===== config.mk =====
export PLATFORM = sky130hd
export DESIGN_NAME = bicoherence_triad_scheduler
export DESIGN_NICKNAME = d
export VERILOG_FILES = /design/src/rtl/bicoh_pkg.sv /design/src/rtl/triad_rr_pick.sv /design/src/rtl/bicoherence_triad_scheduler.sv
export SDC_FILE = /design/constraint.sdc
export NUM_CORES = 1
export LEC_CHECK = 0
export CORE_ASPECT_RATIO = 1.75
export CORE_MARGIN = 4
export CORE_UTILIZATION = 55
export CTS_CLUSTER_DIAMETER = 30
export DETAILED_ROUTE_END_ITERATION = 8
export DONT_BUFFER_PORTS = 1
export PLACE_DENSITY_LB_ADDON = 0.1
export REMOVE_ABC_BUFFERS = 1
export SYNTH_ARGS = -nofsm -noshare
export SYNTH_HDL_FRONTEND = slang
export SYNTH_SLANG_ARGS = --single-unit

===== constraint.sdc =====
create_clock -name clk -period 3.2 [get_ports clk]
set_input_delay 0.64 -clock clk [delete_from_list [all_inputs] [get_ports clk]]
set_output_delay 0.64 -clock clk [all_outputs]
set_load 0.01 [all_outputs]

===== src/rtl/bicoh_pkg.sv =====
// Shared definitions for the bicoherence triad scheduler: FSM encoding,
// Q14 constants and the index-width helper.
package bicoh_pkg;

  typedef enum logic [2:0] {
    ST_IDLE,
    ST_CLEAR,
    ST_SETTLE,
    ST_ACCUM,
    ST_STORE
  } sched_state_e;

  localparam int Q14_ONE  = 16384;
  localparam int Q14_HALF = Q14_ONE / 2;

  // Index width that stays at least one bit wide for a single triad.
  function automatic int idx_w(input int n);
    return (n > 1) ? $clog2(n) : 1;
  endfunction

endpackage


===== src/rtl/triad_rr_pick.sv =====
// Combinational round-robin picker: first set mask bit at or after start
// (inclusive) or strictly after start, wrapping through index 0.
module triad_rr_pick #(
  parameter int N    = 4,
  parameter int IDXW = 2
) (
  input  logic [N-1:0]    mask,
  input  logic [IDXW-1:0] start,
  input  logic            inclusive,
  output logic [IDXW-1:0] idx,
  output logic            wrapped,
  output logic            none
);

  int j;

  always_comb begin
    idx  = start;
    none = (mask == '0);
    j    = 0;
    // Walk from the farthest candidate back so the nearest one wins.
    for (int k = N - 1; k >= 0; k--) begin
      j = int'(start) + (inclusive ? 0 : 1) + k;
      if (j >= N) j = j - N;
      if (mask[j[IDXW-1:0]]) idx = j[IDXW-1:0];
    end
    wrapped = inclusive ? (idx < start) : (idx <= start);
  end

endmodule


===== src/rtl/bicoherence_triad_scheduler.sv =====
// Time-multiplexes one bicoherence monitor over NUM_TRIADS oscillator triads:
// clear, settle, dwell, capture, and keep a per-triad result table.
module bicoherence_triad_scheduler
  import bicoh_pkg::*;
#(
  parameter int WIDTH      = 18,
  parameter int FRAC       = 14,
  parameter int NUM_TRIADS = 4,
  parameter int SETTLE     = 8,
  parameter int DWELL      = 64,
  parameter int THRESH     = Q14_HALF >> (14 - FRAC),
  localparam int IDXW      = idx_w(NUM_TRIADS)
) (
  input  logic                    clk,
  input  logic                    rst,
  input  logic                    clk_en,
  input  logic                    enable,
  input  logic [NUM_TRIADS-1:0]   triad_mask,
  input  logic signed [WIDTH-1:0] bicoh_in,
  input  logic [IDXW-1:0]         rd_idx,
  output logic [IDXW-1:0]         triad_sel,
  output logic                    mon_clear,
  output logic                    busy,
  output logic                    result_valid,
  output logic [IDXW-1:0]         result_idx,
  output logic signed [WIDTH-1:0] result_value,
  output logic                    sweep_done,
  output logic [NUM_TRIADS-1:0]   high_mask,
  output logic signed [WIDTH-1:0] rd_value
);

  localparam int CMAX = (SETTLE > DWELL) ? SETTLE : DWELL;
  localparam int CNTW = $clog2(CMAX + 1);
  localparam logic signed [WIDTH-1:0] THR_S = WIDTH'(THRESH);

  function automatic logic signed [WIDTH-1:0] clamp_pos(input logic signed [WIDTH-1:0] x);
    return x[WIDTH-1] ? '0 : x;
  endfunction

  function automatic logic above_thresh(input logic signed [WIDTH-1:0] x);
    return x > THR_S;
  endfunction

  sched_state_e state_q, state_d;
  logic [IDXW-1:0] ptr_q, ptr_d;
  logic [CNTW-1:0] cnt_q, cnt_d;
  logic signed [WIDTH-1:0] tab_q [NUM_TRIADS];
  logic signed [WIDTH-1:0] tab_d [NUM_TRIADS];
  logic [NUM_TRIADS-1:0] high_q, high_d;
  logic mon_clear_q, mon_clear_d;
  logic rv_q, rv_d, sd_q, sd_d;
  logic [IDXW-1:0] res_idx_q, res_idx_d;
  logic signed [WIDTH-1:0] res_val_q, res_val_d;
  logic signed [WIDTH-1:0] stored;

  logic [IDXW-1:0] pick_idx;
  logic pick_wrapped, pick_none;

  // IDLE resumes at ptr itself; every other decision moves strictly past it.
  triad_rr_pick #(.N(NUM_TRIADS), .IDXW(IDXW)) u_pick (
    .mask      (triad_mask),
    .start     (ptr_q),
    .inclusive (state_q == ST_IDLE),
    .idx       (pick_idx),
    .wrapped   (pick_wrapped),
    .none      (pick_none)
  );

  always_comb begin
    state_d   = state_q;
    ptr_d     = ptr_q;
    cnt_d     = cnt_q;
    tab_d     = tab_q;
    high_d    = high_q;
    res_idx_d = res_idx_q;
    res_val_d = res_val_q;
    rv_d      = 1'b0;
    sd_d      = 1'b0;
    stored    = clamp_pos(bicoh_in);
    if (clk_en) begin
      unique case (state_q)
        ST_IDLE: begin
          if (enable && !pick_none) begin
            ptr_d   = pick_idx;
            state_d = ST_CLEAR;
          end
        end
        ST_CLEAR, ST_SETTLE, ST_ACCUM: begin
          if (!enable) begin
            state_d = ST_IDLE;
          end else if (!triad_mask[ptr_q]) begin
            if (pick_none) begin
              state_d = ST_IDLE;
            end else begin
              ptr_d   = pick_idx;
              state_d = ST_CLEAR;
            end
          end else if (state_q == ST_CLEAR) begin
            state_d = ST_SETTLE;
            cnt_d   = CNTW'(SETTLE - 1);
          end else if (cnt_q != '0) begin
            cnt_d = cnt_q - CNTW'(1);
          end else if (state_q == ST_SETTLE) begin
            state_d = ST_ACCUM;
            cnt_d   = CNTW'(DWELL - 1);
          end else begin
            state_d = ST_STORE;
          end
        end
        ST_STORE: begin
          tab_d[ptr_q]  = stored;
          high_d[ptr_q] = above_thresh(stored);
          res_idx_d     = ptr_q;
          res_val_d     = stored;
          rv_d          = 1'b1;
          if (!pick_none) begin
            ptr_d = pick_idx;
            sd_d  = pick_wrapped;
          end
          state_d = (enable && !pick_none) ? ST_CLEAR : ST_IDLE;
        end
        default: state_d = ST_IDLE;
      endcase
    end
    mon_clear_d = clk_en ? (state_d == ST_CLEAR) : mon_clear_q;
  end

  always_ff @(posedge clk or posedge rst) begin
    if (rst) begin
      state_q     <= ST_IDLE;
      ptr_q       <= '0;
      cnt_q       <= '0;
      tab_q       <= '{default: '0};
      high_q      <= '0;
      mon_clear_q <= 1'b0;
      rv_q        <= 1'b0;
      sd_q        <= 1'b0;
      res_idx_q   <= '0;
      res_val_q   <= '0;
    end else begin
      state_q     <= state_d;
      ptr_q       <= ptr_d;
      cnt_q       <= cnt_d;
      tab_q       <= tab_d;
      high_q      <= high_d;
      mon_clear_q <= mon_clear_d;
      rv_q        <= rv_d;
      sd_q        <= sd_d;
      res_idx_q   <= res_idx_d;
      res_val_q   <= res_val_d;
    end
  end

  assign triad_sel    = ptr_q;
  assign mon_clear    = mon_clear_q;
  assign busy         = (state_q != ST_IDLE);
  assign result_valid = rv_q;
  assign sweep_done   = sd_q;
  assign result_idx   = res_idx_q;
  assign result_value = res_val_q;
  assign high_mask    = high_q & triad_mask;
  assign rd_value     = (int'(rd_idx) < NUM_TRIADS) ? tab_q[rd_idx] : '0;

endmodule

### After elaboration in Yosys (flattened, before gate mapping)

Cells that the tools add are included.

* register bits: 111
* latch bits: 0
* bits in writable memories: 0
* ROM bits: 0
* logic and storage cells: 116
* memories: 0

* $add $sub $neg: 9
* multipliers: 0
* div/mod/pow operators: 0
* magnitude comparators: 16
* equality and inequality tests: 8
* shifts and indexed selects: 0
* muxes and demuxes: 53
* bitwise operators: 3
* reductions and logical operators: 14

Operator list (count)
* $ge 32x4->1 const B: 4
* $bwmux 72: 1
* $mux 18: 3
* $bmux 18 s2: 1
* $demux 18 s2: 1
* $mux 2: 12
* $mux 3: 7
* $mux 7: 3
* $gt 17x14->1 const B: 1
* $mux 17: 1
* $lt 2x3->1 const B: 5
* $mux 1: 15
* $bmux 1 s2: 5
* $reduce_and 5->1: 2
* $pmux 3 s3: 1
* $reduce_bool 3->1: 3
* $add 3x2->4 const B: 2
* $sub 2x1->2 const B: 4
* $reduce_bool 7->1: 1
* $sub 7x1->7 const B: 1
* $eq 3x1->1 const B: 2
* $eq 3x2->1 const B: 2
* $ge 3x3->1 const B: 2
* $ne 2x2->1 const B: 3
* other kinds (18): 21

### Logic depth before layout (Yosys ltp)

* word-level depth: 17
* mapped depth: 13

### Hierarchy

From an unflattened synthesis, not the netlist that was laid out.

* cells, all modules: 484
* area, all modules: 5007.3 µm²

Modules (own cells, without submodules)
* bicoherence_triad_scheduler: instances 1, cells an instance 446, area each 4760.8 µm², sequential area each 2652.5 µm²
* triad_rr_pick: instances 1, cells an instance 38, area each 246.5 µm², sequential area each 0.0 µm²

### Worst setup path before layout

No wires, ideal clock.

* kind: in2out
* start: input port rd_idx[0]
* end: output port rd_value[7]
* arrival time: 1901 ps
* slack: 659 ps
* stages on the path: 3
* cells stage by stage: clkbuf_1 -> buf_2 -> mux4_2

* cells in the longest elaborated chain, start to end: 4

RTL lines
* start: declaration: RTL line bicoherence_triad_scheduler.sv:20 `input logic [IDXW-1:0] rd_idx,`
* $not 2->3 (implied by the code): RTL line bicoherence_triad_scheduler.sv:162 `assign rd_value = (int'(rd_idx) < NUM_TRIADS) ? tab_q[rd_idx] : '0;`
* $bmux 18 s2: RTL line bicoherence_triad_scheduler.sv:162
* $mux 18 (implied by the code) (2 in series): RTL line bicoherence_triad_scheduler.sv:162
* end: declaration: RTL line bicoherence_triad_scheduler.sv:29 `output logic signed [WIDTH-1:0] rd_value`

Every way passes these cells. The select of a mux whose other input is x is not followed.

### Worst setup path in the final report

* start: register state_q[1]
* end: register sd_q (netlist: sweep_done)

* cells in the longest elaborated chain, start to end: 17
* elaborated cells on any way between the ends: 37
* classes of those cells: add/sub (8); order compare (6); eq/ne (1); mux (21); reduce/logical (1)

RTL lines
* start: declaration: RTL line bicoherence_triad_scheduler.sv:44 `sched_state_e state_q, state_d;`
* start signal: assignment: RTL line bicoherence_triad_scheduler.sv:141 `state_q <= state_d;`
* $logic_not 3->1 (*): RTL line bicoherence_triad_scheduler.sv:63 `.inclusive (state_q == ST_IDLE),`
* $mux 1 (*): RTL line triad_rr_pick.sv:23 `j = int'(start) + (inclusive ? 0 : 1) + k;`
* $add 2x1->3 (*): RTL line triad_rr_pick.sv:23
* $add 3x2->4: RTL line triad_rr_pick.sv:23
* $ge 32x4->1 or $sub 2x1->2 (tied branches): RTL line triad_rr_pick.sv:24 `if (j >= N) j = j - N;`
* $mux 2: RTL line triad_rr_pick.sv:24
* $bmux 1 s2: RTL line triad_rr_pick.sv:25 `if (mask[j[IDXW-1:0]]) idx = j[IDXW-1:0];`
* $mux 1 (implied by the code): RTL line triad_rr_pick.sv:25
* $mux 2 (3 in series): RTL line triad_rr_pick.sv:25
* $mux 2 (*): RTL line triad_rr_pick.sv:25
* net pick_idx[1]: RTL line bicoherence_triad_scheduler.sv:56 `logic [IDXW-1:0] pick_idx;`
* $le 2x2->1 or $lt 2x2->1 (tied branches): RTL line triad_rr_pick.sv:27 `wrapped = inclusive ? (idx < start) : (idx <= start);`
* $mux 1 (*): RTL line triad_rr_pick.sv:27
* $mux 1 (*): RTL line bicoherence_triad_scheduler.sv:116 `if (!pick_none) begin`
* $mux 1 (*): RTL line bicoherence_triad_scheduler.sv:81 `unique case (state_q)`
* $mux 1 (*): RTL line bicoherence_triad_scheduler.sv:80 `if (clk_en) begin`
* net sd_d: RTL line bicoherence_triad_scheduler.sv:51 `logic rv_q, rv_d, sd_q, sd_d;`
* end signal: assignment: RTL line bicoherence_triad_scheduler.sv:137 `sd_q <= 1'b0;`
* end signal: assignment: RTL line bicoherence_triad_scheduler.sv:148 `sd_q <= sd_d;`
* end: declaration: RTL line bicoherence_triad_scheduler.sv:51

Mark *: on every way through the listed nets, which the timed path passes. The rest lies on a longest branch. The select of a mux whose other input is x is not followed.
A chain may end at the register's enable or synchronous reset.

==> impl_metrics.sql <==
INSERT INTO impl_metrics (metric_group, metric, value, unit) VALUES
('grt', 'grt-busiest-layer', 'met2', ''),
('detailed_routing', 'wl_per_cell', '18.30', 'um'),
('power_and_ir_drop', 'switching_power', '0.0008795', 'W'),
('worst_setup_path', 'worst_path_max_delay_cell', 'sky130_fd_sc_hd__dfrtp_1', ''),
('synth', 'yosys_warnings', '0', ''),
('placed_design', 'place.detailed.instances', '565', ''),
('worst_setup_path', 'critical_path.reg2reg.endpoint', 'sweep_done', ''),
('grt', 'grt_overflow_total', '0', ''),
('grt', 'global_route_met1_utilization', '27.19', '%'),
('worst_setup_path', 'timing.critical_path.cells', 'nor2_2, nand2_1, ha_1, xor2_1, o21ai_0, a32oi_1, o31ai_1, o2bb2a_1, ha_1, nor2b_1, o21ai_0, and3_1', ''),
('cts', 'clockRootBuffer', 'sky130_fd_sc_hd__clkbuf_16', ''),
('power_and_ir_drop', 'clock_power_share', '36.7', '%'),
('grt', 'vias_in_the_first_global_route', '3414', ''),
('cts', 'clk_pin_slew_worst_paths', '0.07', 'ns'),
('detailed_routing', 'drc', '0', ''),
('grt', 'combined_global_route_utilization_of_all_metal_layers', '21.80', '%'),
('power_and_ir_drop', 'swShare', '27.08', '%'),
('grt', 'grt.met3_usage', '5.109', '%'),
('power_and_ir_drop', 'power.share.sequential', '46.4', '%'),
('cts', 'cts_resized', '0', ''),
('final_layout', 'antennaDiodeCount', '0', ''),
('sta', 'final_hold_violations', '0', ''),
('die', 'fp.coreArea', '8671', 'um2'),
('synth', 'ys_seq_area_share', '54.29', '%'),
('synth', 'synth.largest_area_cell', 'sky130_fd_sc_hd__dfrtp_1', ''),
('power_and_ir_drop', 'leak', '2.312', 'nW'),
('sta', 'number_of_endpoints_failing_setup_at_the_final_stage', '0', ''),
('worst_setup_path', 'critPathMaxFanout', '6', ''),
('placed_design', 'post-dp-hpwl', '7.293', 'mm'),
('sta', 'slew-limit-headroom', '22.51', '%'),
('cts', 'cts_inserted_buffers', '9', ''),
('worst_setup_path', 'slowest_delay', '0.44', 'ns'),
('detailed_routing', 'detail_route.first_pass.iterations', '4', ''),
('cts', 'insertion_delay_to_the_later_sink_of_the_worst_skew_pair', '0.34', 'ns'),
('worst_setup_path', 'setup.worst_path.class', 'reg -> reg', ''),
('final_layout', 'design.final.nets', '492', ''),
('cts', 'cts_hold_repair.buffers', '0', ''),
('sta', 'clock.fmax', '355.0', 'MHz'),
('sta', 'min_period_over_period', '88.02', '%'),
('die', 'top_level_ports', '76', ''),
('cts', 'cts-htree-levels', '3', ''),
('worst_hold_path', 'hold_class', 'in -> async', ''),
('worst_setup_path', 'worst_path_buf_inv', '0', ''),
('placed_design', 'dpl_worst_slack', '0.3729', 'ns'),
('cts', 'clk_path_buf_depth', '2', ''),
('cts', 'tritoncts_sinks', '106', ''),
('synth', 'mappedNetlistArea', '4886', 'um2'),
('grt', 'wire_length_of_the_first_global_routing_pass', '17.77', 'mm'),
('power_and_ir_drop', 'power_density', '617.2', 'nW/um2'),
('detailed_routing', 'route.vias.total', '3386', ''),
('final_layout', 'post-route-cell-area', '5263', 'um2'),
('power_and_ir_drop', 'power.combinational.fraction', '16.9', '%'),
('worst_setup_path', 'r2r-start', 'state_q[1]', ''),
('run', 'cap_viol_max_count', '0', ''),
('detailed_routing', 'drt_wl_total', '10.63', 'mm'),
('synth', 'syn_area_per_cell', '10.29', 'um2'),
('worst_setup_path', 'timing.reg2reg.worst_path_depth', '12', ''),
('die', 'design.die.area', '10520', 'um2'),
('sta', 'postLayoutSetupSlackWorst', '0.3832', 'ns'),
('placed_design', 'placed_area', '4932', 'um2'),
('sta', 'worst_slew_pin_slew', '1.162', 'ns'),
('synth', 'synth.area.top_cells', 'sky130_fd_sc_hd__dfrtp_1 54%, sky130_fd_sc_hd__o21ai_0 8.9%, sky130_fd_sc_hd__mux4_2 8.3%, sky130_fd_sc_hd__nand2_1 7.0%, sky130_fd_sc_hd__nand2b_1 2.3%', ''),
('power_and_ir_drop', 'intPower', '0.002368', 'W'),
('run_status', 'outcome', 'completed', ''),
('worst_setup_path', 'required_time_of_the_critical_path', '3.48', 'ns'),
('worst_setup_path', 'timing.critical_path.max_delay_family', 'compound AO/OA/AOI/OAI gates', ''),
('worst_setup_path', 'cp.depth', '12', ''),
('cts', 'post_cts.repair.setup_buffers', '0', ''),
('worst_setup_path', 'timing.critical_path.from_type', 'register', ''),
('placed_design', 'place.port_buffers', '0', ''),
('detailed_routing', 'drt_iter0_drc', '205', '');
==> layer usage <==
layer / part of all wire, % / wire [um] / vias up
met1: 40 / 4280 / 1680
met4: 1.4 / 152 / 0
met5: 0 / 0 / -
li1: - / - / 1626
met3: 4.5 / 476 / 17
met2: 54 / 5722 / 63
==> registers in the layout, indices dropped and copies added (netlist names) <==
name          count
state_q           3
mon_clear         1
result_valid      1
high_q            4
result_value     17
sweep_done        1
result_idx        2
triad_sel         2
cnt_q             7
tab_q            68
==> logic make-up after synthesis <==
| family | synth area share, % |
|---|---|
| adders and majority gates | 1.280 |
| other | 0.07675 |
| muxes | 9.654 |
| buffers and inverters | 4.277 |
| xor gates and xnor gates | 0.3586 |
| DFF | 54.29 |
| AOI/OAI and AO/OA | 15.34 |
| and+or+nand+nor | 14.72 |
==> worst min path at each step <==
stage	start	endpoint	slack [ns]	depth (start not counted)
6_report	rst	tab_q[26]	0.21	1
5_1_grt	rst	tab_q[62]	0.24	1
4_1_cts	rst	tab_q[62]	0.22	1
3_5_place_dp	tab_q[25]	tab_q[25]	0.47	2
3_3_place_gp	tab_q[48]	tab_q[48]	0.46	2
2_1_floorplan	tab_q[18]	tab_q[18]	0.44	2
==> worst register-to-register path, stage by stage (launching register included) <==
cell and delay, ns:
sky130_fd_sc_hd__dfrtp_1 0.44, sky130_fd_sc_hd__nor2_2 0.17, sky130_fd_sc_hd__nand2_1 0.18, sky130_fd_sc_hd__ha_1 0.26, sky130_fd_sc_hd__xor2_1 0.38, sky130_fd_sc_hd__o21ai_0 0.16, sky130_fd_sc_hd__a32oi_1 0.17, sky130_fd_sc_hd__o31ai_1 0.08
sky130_fd_sc_hd__o2bb2a_1 0.24, sky130_fd_sc_hd__ha_1 0.23, sky130_fd_sc_hd__nor2b_1 0.13, sky130_fd_sc_hd__o21ai_0 0.13, sky130_fd_sc_hd__and3_1 0.17
==> final cells by class <==
cell class / instances / area [um2]
Sequential cell: 106 / 2653
Timing Repair Buffer: 6 / 57.56
Multi-Input combinational cell: 324 / 2028
Fill cell: 771 / 3408
Tap cell: 117 / 146.4
Inverter: 12 / 47.55
Clock buffer: 12 / 256.5
Clock inverter: 4 / 73.82
==> per-stage QoR <==
stage / setup TNS (ns) / hold WS (ns)
2_1_floorplan: -24.26 / 0.4446
3_3_place_gp: 0 / 0.4571
3_5_place_dp: 0 / 0.4664
4_1_cts: 0 / 0.2236
5_1_grt: 0 / 0.2426
6_report: 0 / 0.2057
==> placed cells by master (no fill, tap or decap), types with 3 or more instances in the layout <==
| cell | netlist | routed |
|---|---|---|
| sky130_fd_sc_hd__a21oi_1 | 13 | 13 |
| sky130_fd_sc_hd__mux4_2 | 18 | 18 |
| sky130_fd_sc_hd__buf_4 | 3 | 5 |
| sky130_fd_sc_hd__inv_1 | 12 | 11 |
| sky130_fd_sc_hd__or3_1 | 4 | 4 |
| sky130_fd_sc_hd__o22a_1 | 4 | 4 |
| sky130_fd_sc_hd__ha_1 | 5 | 5 |
| sky130_fd_sc_hd__nand2b_1 | 18 | 18 |
| sky130_fd_sc_hd__nor2_1 | 15 | 15 |
| sky130_fd_sc_hd__nand3_1 | 7 | 7 |
| sky130_fd_sc_hd__mux2_2 | 4 | 4 |
| sky130_fd_sc_hd__clkbuf_16 | 0 | 9 |
| sky130_fd_sc_hd__nand2_1 | 91 | 91 |
| sky130_fd_sc_hd__o22ai_1 | 6 | 6 |
| sky130_fd_sc_hd__nor3_1 | 7 | 7 |
| sky130_fd_sc_hd__dfrtp_1 | 106 | 106 |
| sky130_fd_sc_hd__a31oi_1 | 3 | 3 |
| sky130_fd_sc_hd__and2_1 | 5 | 5 |
| sky130_fd_sc_hd__o21ai_1 | 6 | 6 |
| sky130_fd_sc_hd__o21ai_0 | 87 | 87 |
==> synthesized netlist by cell type, drive strengths merged <==
cell type  instances
nand4b             2
or3                4
buf               11
a311oi             1
nor4               2
conb               1
mux2               5
a31oi              3
dfrtp            106
clkbuf            23
a22oi              1
a2111oi            2
a32oi              1
nor2              17
and4b              1
nor3               7
nand2             91
nand4              1
mux2i              1
nor2b              1
and3               1
nand2b            18
o22ai              6
and2               5
o21ai             93
inv               12
xnor2              1
o22a               4
o41ai              2
a2111o             1
a21oi             13
mux4              18
o2bb2a             1
nand3              7
a2bb2oi            1
xor2               1
o31ai              2
o21a               2
nor3b              1
ha                 5
==> power by group through the flow <==
stage	Clock (W)	Sequential, W	Combinational [W]
6_report	0.00119	0.00151	0.000548
5_1_grt	0.00128	0.00152	0.000637
4_1_cts	0.00122	0.00151	0.000552
3_5_place_dp	0	0.00153	0.000549
3_3_place_gp	0	0.00153	0.000534
2_1_floorplan	0	0.00151	0.000448
(Power assumes the default switching activity.)
